File: config.mk
export PLATFORM = sky130hd
export DESIGN_NAME = jtag_mem_loader
export DESIGN_NICKNAME = d
export VERILOG_FILES = /design/src/rtl/jtag_mem_loader.sv
export SDC_FILE = /design/constraint.sdc
export NUM_CORES = 1
export LEC_CHECK = 0
export CORE_UTILIZATION = 30
export DETAILED_ROUTE_END_ITERATION = 7
export PLACE_DENSITY_LB_ADDON = 0.25
export SLEW_MARGIN = 10
export SYNTH_ARGS = -nofsm -noshare
export SYNTH_HDL_FRONTEND = slang
export SYNTH_SLANG_ARGS = --single-unit
File: constraint.sdc
create_clock -name clk -period 2.6 [get_ports clk]
set_input_delay 0.39 -clock clk [delete_from_list [all_inputs] [get_ports clk]]
set_output_delay 0.39 -clock clk [all_outputs]
set_load 0.03 [all_outputs]
File: src/rtl/jtag_mem_loader.sv
// Serial word loader: streams DEPTH*NBANKS words from a JTAG-style port into banked memory.
// Optional readback path enabled by defining LOADER_READBACK_EN.
module jtag_mem_loader #(
    parameter  int WIDTH  = 32,
    parameter  int DEPTH  = 512,
    parameter  int NBANKS = 2,
    localparam int AW     = $clog2(DEPTH),
    localparam int BW     = (NBANKS > 1) ? $clog2(NBANKS) : 1
) (
    input  logic             clk,
    input  logic             rst,
    input  logic             Jen,
    input  logic             Jmode,
    input  logic [WIDTH-1:0] Jin,
    output logic [WIDTH-1:0] Jout,
    output logic             Jvalid,
    output logic             mem_we,
    output logic [BW-1:0]    mem_bank,
    output logic [AW-1:0]    mem_addr,
    output logic [WIDTH-1:0] mem_wdata,
    input  logic [WIDTH-1:0] mem_rdata,
    output logic             busy,
    output logic             done,
    output logic             ovf
);

    typedef enum logic [1:0] {
        IDLE,
        LOAD,
`ifdef LOADER_READBACK_EN
        READ,
`endif
        DONE
    } state_t;

    state_t          state;
    logic [BW-1:0]   bank;
    logic [AW-1:0]   addr;
    logic            is_read;
    logic            last_word;

`ifdef LOADER_READBACK_EN
    logic            rd_req;
    logic            rd_valid;
`endif

    always_comb begin
        is_read = 1'b0;
`ifdef LOADER_READBACK_EN
        is_read = (state == READ) || ((state == IDLE) && Jmode);
`endif
        last_word = (bank == BW'(NBANKS - 1)) && (addr == '0);
    end

    // IDLE, LOAD and READ share the word-moving path; IDLE picks the direction.
    always_ff @(posedge clk or posedge rst) begin
        if (rst) begin
            state     <= IDLE;
            bank      <= '0;
            addr      <= '1;
            mem_we    <= 1'b0;
            mem_bank  <= '0;
            mem_addr  <= '1;
            mem_wdata <= '0;
            busy      <= 1'b0;
            done      <= 1'b0;
            ovf       <= 1'b0;
`ifdef LOADER_READBACK_EN
            rd_req    <= 1'b0;
            rd_valid  <= 1'b0;
`endif
        end else begin
            mem_we    <= 1'b0;
            mem_wdata <= Jin;
`ifdef LOADER_READBACK_EN
            rd_req    <= 1'b0;
            rd_valid  <= rd_req;
`endif
            case (state)
                DONE: begin
                    if (Jen) begin
                        ovf <= 1'b1;
                    end else begin
                        state <= IDLE;
                        done  <= 1'b0;
                    end
                end
                default: begin
                    if (Jen) begin
                        mem_bank <= bank;
                        mem_addr <= addr;
                        if (is_read) begin
`ifdef LOADER_READBACK_EN
                            rd_req <= 1'b1;
`endif
                        end else begin
                            mem_we <= 1'b1;
                        end
                        if (last_word) begin
                            state <= DONE;
                            busy  <= 1'b0;
                            done  <= 1'b1;
                            bank  <= '0;
                            addr  <= '1;
                        end else begin
`ifdef LOADER_READBACK_EN
                            state <= is_read ? READ : LOAD;
`else
                            state <= LOAD;
`endif
                            busy  <= 1'b1;
                            if (addr == '0) begin
                                bank <= bank + BW'(1);
                                addr <= '1;
                            end else begin
                                addr <= addr - AW'(1);
                            end
                        end
                    end
                end
            endcase
        end
    end

`ifdef LOADER_READBACK_EN
    // Synchronous memory returns data the cycle after the request is registered.
    assign Jvalid = rd_valid;
    assign Jout   = rd_valid ? mem_rdata : '0;
`else
    logic unused_inputs;
    assign unused_inputs = ^{Jmode, mem_rdata, is_read};
    assign Jvalid = 1'b0;
    assign Jout   = '0;
`endif

endmodule
==> results of run 1 <==
==> sequential cells by signal, summed over array words and instances, names as in the netlist <==
register	count
mem_wdata	32
bank	1
mem_addr	9
state	2
addr	9
ovf	1
busy	1
done	1
mem_bank	1
mem_we	1
==> stage by stage <==
step | utilization, % | setup slack [ps] | std cells
after floorplan | - | 812 | 194
after global placement | 42.3 | 598 | 340
after detailed placement | 42.3 | 608 | 340
after CTS | 45.7 | 636 | 356
after global routing | 45.7 | 604 | 356
final | 45.7 | 675 | 356
==> cell families after synthesis <==
logic type | Yosys count | synth area share (%)
and+or+nand+nor | 26 | 8.22
muxes | 9 | 4.50
buffers and inverters | 45 | 13.4
DFF | 58 | 65.4
AOI/OAI and AO/OA | 15 | 4.44
other | 1 | 0.167
xor gates and xnor gates | 4 | 1.56
adders and majority gates | 4 | 2.22
==> area by class of cell <==
cell class	count	area [um2]
Sequential cell	58	1470
Inverter	8	30.0
Clock inverter	6	114
Timing Repair Buffer	84	843
Multi-Input combinational cell	91	596
Fill cell	663	3940
Tap cell	99	124
Clock buffer	10	138
==> final timing paths <==
kind                             start            end  slack (ps)
hold reg to reg                    ovf            ovf         470
max in group asynchronous          rst        addr[5]        1550
min in group clk                   ovf            ovf         470
setup / recovery           mem_addr[8]    mem_addr[8]         680
hold / removal                     rst  mem_wdata[24]         420
setup reg to reg              state[0]    mem_addr[3]         940
==> per-layer routing <==
metal | track usage, % | up-vias
met5 | 0 | -
li1 | - | 651
met3 | 7.37 | 5
met4 | 6.60 | 0
met2 | 17.4 | 69
met1 | 12.6 | 671
==> cells in the final DEF (no fill, tap or decap), drive strengths merged, types with 7 or more instances in the layout <==
cell type,n
inv,8
conb,33
dfstp,18
nor2,7
clkdlybuf4s50,80
mux2,9
dfrtp,40
clkbuf,10
==> cells in the mapped netlist, types with 2 or more instances <==
library cell	number	share of area, %
xnor2_1	4	1.6
nor3_1	3	0.67
mux2_2	9	4.5
a22o_1	2	0.78
o22ai_1	2	0.56
ha_1	4	2.2
dfstp_2	18	21
inv_1	8	1.3
nor2_1	7	1.2
dfrtp_1	40	44
a21oi_1	2	0.44
a31oi_1	4	1.1
buf_4	33	11
nand4_1	3	0.83
buf_2	2	0.44
==> where the power goes <==
part / switching [mW] / internal, mW
clock: 0.356 / 0.664
sequential: 0.164 / 1.17
combinational: 0.450 / 0.370
==> key figures, run 1 <==
Power and ir drop
  • Pwr per Cell Area: approximately 960 nW/um2
  • Design Power: approximately 3.2 mW
  • LEAKAGE: approximately 1.4 nW
  • Worst vdd ir: 0.000418 V

Layout
  • ANT cells: 0
  • Layout Cell Area excl Fill: 3320 um2
  • Share of cells above drive strength 1: between 20% and 30%
  • Area delta synth->final: 47.3%
  • Final nets: 324

Yosys
  • Syn Area/Cell: 13.9 um2
  • Post-Syn Area: approximately 2300 um2
  • Synth cell types: 36
  • Synth Instances: 162
  • Synth Warn #: 0
  • Most used flip-flop cell after synthesis: dfrtp_1
  • Register area share after synthesis: approximately two thirds
  • Async SR Flop Fraction: 100%
  • Synthesized flop and latch total: 58
  • EDFF count, synth: 0

CTS
  • Setup bufs post-CTS: 0
  • Later-pin clock latency in the skew report: 330 ps
  • H-tree levels: 3
  • CTS root buf: clkbuf_8
  • Clock Tree Buf Depth: 2
  • Clock-pin slew of the registers on the worst-case setup and hold paths: around 70 ps
  • CTS hold repair buffers: 0
  • TritonCTS clock tree: done
  • CTS Buf Count: 9
  • PostCTS Resize Cnt: 0
  • CTS sink cnt: between 50 and 60

Timing
  • Crit share post-route: 74.0%
  • Worst-margin pin slew: 529 ps
  • Worst relative slew slack: about two thirds
  • Hold Violations, Final: 0
  • Tmin final: 1920 ps
  • Max Clock Skew: 5.54 ps
  • Max Freq: 520 MHz
  • Slew Limit Fails: 0
  • Final Setup Violations: 0
  • WHS: 416 ps
  • TNS Setup: 0 ps
  • RSZ-0062 raised after global routing: no

Routing
  • Routed length per instance: 11.2 um
  • Routed length on met1: 1550 um
  • Wire length on met3: 489 um
  • Initial drt markers: 57
  • Top Layer Used: met4
  • Via count: 1396
  • Met2 wire length: 1880 um
  • Routed Wire Length: 3970 um
  • Drt pass-1 iters: 4
  • Antenna-violating nets left: 0
  • DRC viols: 0
  • Vias/cell: 3.92

Critical path
  • Crit end category: output port
  • Worst path max stage delay: 680 ps
  • CP cell instances: clkdlybuf4s50_1
  • CP bufs+invs: 1
  • Crit. path cell count: 1
  • FF-to-FF path depth: 4
  • Setup CP Type: reg2out
  • Worst EP arrival: 1530 ps
  • Slowest cell on the critical path: clkdlybuf4s50_1
  • Top delay family on crit path: buffers and inverters
  • CP startpoint kind: flop
  • Req. time, crit path: around 2200 ps
  • CP max FO: 2

Die
  • Die width: 88.6 um
  • Total die area: 7860 um2
  • I/O pin cnt: 147
  • Die Ht: 88.6 um
  • Core area: 7250 um2
  • Rows: 31
  • Starting Density: 31.1%

Outcome
  • Outcome: complete, no violations

Job
  • Max cap viols: 0

GRT
  • First-pass GRT wire length: 6620 um
  • Largest net degree at the start of global routing: 34
  • GRT Overall Usage: around an eighth
  • Grt total ovfl: 0
  • Initial antenna violation count: 0
  • Vias in the first global route: 1414

Place
  • Dpl cell area: 3070 um2
  • GP Congestion: 0.718
  • PortBufs: 80
  • Post-DP HPWL: 2910 um

Hold path
  • Hold Path Class: in2async
Power figures use the tool's default switching activity.
==> run 2, diff against run 1 <==
Clock period 2.6 ns to 1.98 ns, I/O delays scaled along.
==> run 2 against run 1 <==
Global-route usage rose by 0.23 points. Sequential power rose by 32%. Largest cell class unchanged. Hold slack got worse by 83 ps. Critical endpoint unchanged. Core utilization rose by 0.10 points. Sequential share of layout area fell by 0.10 points. Clock skew barely moved. Via count rose by 0.86%. Design area rose by 0.23%. Largest power group unchanged. Total power rose by 32%. Sequential cell count did not move. Die area did not move. First-iteration DRC count rose by 25%.
==> key figures, run 2 (synthesis gave the netlist of run 1 again) <==
Outcome
  • Outcome: complete, no violations

Layout
  • Share of cells above drive strength 1: 21.3%
  • ANT cells: 0
  • Area delta synth->final: 47.7%
  • Biggest regs: mem_wdata x32, addr x9, mem_addr x9
  • Biggest register: mem_wdata
  • Commonest non-fill, non-tap cell in the layout: clkdlybuf4s50_1
  • Final nets: between 300 and 400
  • Max FFs per register: 32
  • Fillcell total: between 600 and 700
  • Commonest cells after routing, fill and taps aside: clkdlybuf4s50_1 (80), dfrtp_1 (40), conb_1 (33)

Hold path
  • Hold Path Class: in2async

Routing
  • Wire length on met3: around 430 um
  • Initial drt markers: 71
  • Routed length per instance: 11.3 um
  • Met2 wire length: 1940 um
  • Antenna-violating nets left: 0
  • Drt pass-1 iters: 4
  • Vias/cell: 3.94
  • Top Layer Used: met4
  • Routed length on met1: 1550 um
  • Via count: 1408
  • Routed Wire Length: 4050 um
  • DRC viols: 0

Place
  • PortBufs: 80
  • Post-DP HPWL: 2840 um
  • GP Congestion: 0.706

Die
  • Core area: a little over 7000 um2
  • Total die area: 7860 um2
  • Starting Density: a little under a third
  • Die Ht: 88.6 um
  • Rows: 31
  • Die width: 88.6 um
  • I/O pin cnt: between 100 and 150

CTS
  • H-tree levels: 3
  • Setup bufs post-CTS: 0
  • TritonCTS clock tree: done
  • CTS Buf Count: 9
  • Later-pin clock latency in the skew report: 340 ps
  • Clock Tree Buf Depth: 2
  • Clock-pin slew of the registers on the worst-case setup and hold paths: roughly 70 ps
  • CTS root buf: clkbuf_8
  • CTS hold repair buffers: 0
  • CTS sink cnt: 58
  • PostCTS Resize Cnt: 0

Critical path
  • CP startpoint kind: flop
  • Worst R2R Setup Slack: 430 ps
  • Setup CP Type: reg2out
  • Crit end category: output port
  • Req. time, crit path: about 1700 ps
  • Worst EP arrival: approximately 1600 ps
  • CP cell instances: clkdlybuf4s50_1
  • Top delay family on crit path: buffers and inverters
  • Slowest cell on the critical path: clkdlybuf4s50_1
  • CP max FO: 2
  • CP bufs+invs: 1
  • Worst path max stage delay: 680 ps

GRT
  • GRT Overall Usage: 11.9%
  • Vias in the first global route: 1390
  • First-pass GRT wire length: 6750 um
  • Initial antenna violation count: 0
  • Largest net degree at the start of global routing: just under 60
  • Grt total ovfl: 0

Power and ir drop
  • Pwr per Cell Area: 1260 nW/um2
  • Worst vdd ir: between 0.0005 and 0.0006 V
  • P_int: 2.89 mW
  • Seq pwr share: 41.8%
  • LEAKAGE: ~1.4 nW
  • Clock network power share: 32.4%
  • Switch Pwr: 1.29 mW
  • Comb power frac: 25.7%
  • Sw frac: 30.8%

Timing
  • Final Setup Violations: 0
  • RSZ-0062 raised after global routing: no
  • Hold Violations, Final: 0
  • Slew Limit Fails: 0
  • Crit share post-route: a little over 90%
  • Max Clock Skew: 5.64 ps
  • Max Freq: 542 MHz
  • TNS Setup: 0 ps
  • Tmin final: about 1800 ps
  • WHS: roughly 330 ps

Job
  • Max cap viols: 0
==> run 2: cell count changes in the layout (fill, tap and decap cells not counted), sizes merged <==
cell  before  now
buf        4    5
==> run 2: per-stage QoR <==
step / setup WS (ps) / util (%) / instance area, um2 / cells / total power, mW
floorplan: 285 / - / 2370 / 194 / 2.49
global placement: 270 / 42.4 / 3070 / 341 / 2.84
detailed placement: 276 / 42.4 / 3070 / 341 / 2.86
CTS: 107 / 45.9 / 3330 / 357 / 4.23
global route: 79.2 / 45.9 / 3330 / 357 / 4.40
finish: 136 / 45.9 / 3330 / 357 / 4.18
==> run 2: worst paths after layout <==
check                             from       endpoint  cells after the start
max                        mem_addr[8]    mem_addr[8]                      1
min reg2reg                        ovf            ovf                      1
max in group asynchronous          rst    mem_addr[2]                      3
min in group clk               Jin[31]  mem_wdata[31]                      1
max reg2reg                   state[0]    mem_addr[1]                      4
min                                rst  mem_wdata[26]                      3
==> run 2: power by group through the flow <==
stage,logic [mW],clock network (mW),registers (mW)
2_1_floorplan,0.503,0,1.99
3_3_place_gp,1.07,0,1.77
3_5_place_dp,1.08,0,1.78
4_1_cts,1.09,1.39,1.75
5_1_grt,1.16,1.46,1.79
6_report,1.08,1.35,1.75
==> run 2: layer usage <==
metal	vias to the layer above	track usage (%)
met1	669	13.3
met2	72	17.8
met4	0	8.80
li1	656	-
met5	-	0
met3	11	5.60
==> run 2: cell type report <==
type	count	area, um2	area share [%]
Clock buffer	10	138	4.14
Inverter	8	30.0	0.903
Sequential cell	58	1470	44.3
Multi-Input combinational cell	91	596	17.9
Tap cell	99	124	3.72
Timing Repair Buffer	85	851	25.6
Clock inverter	6	114	3.42
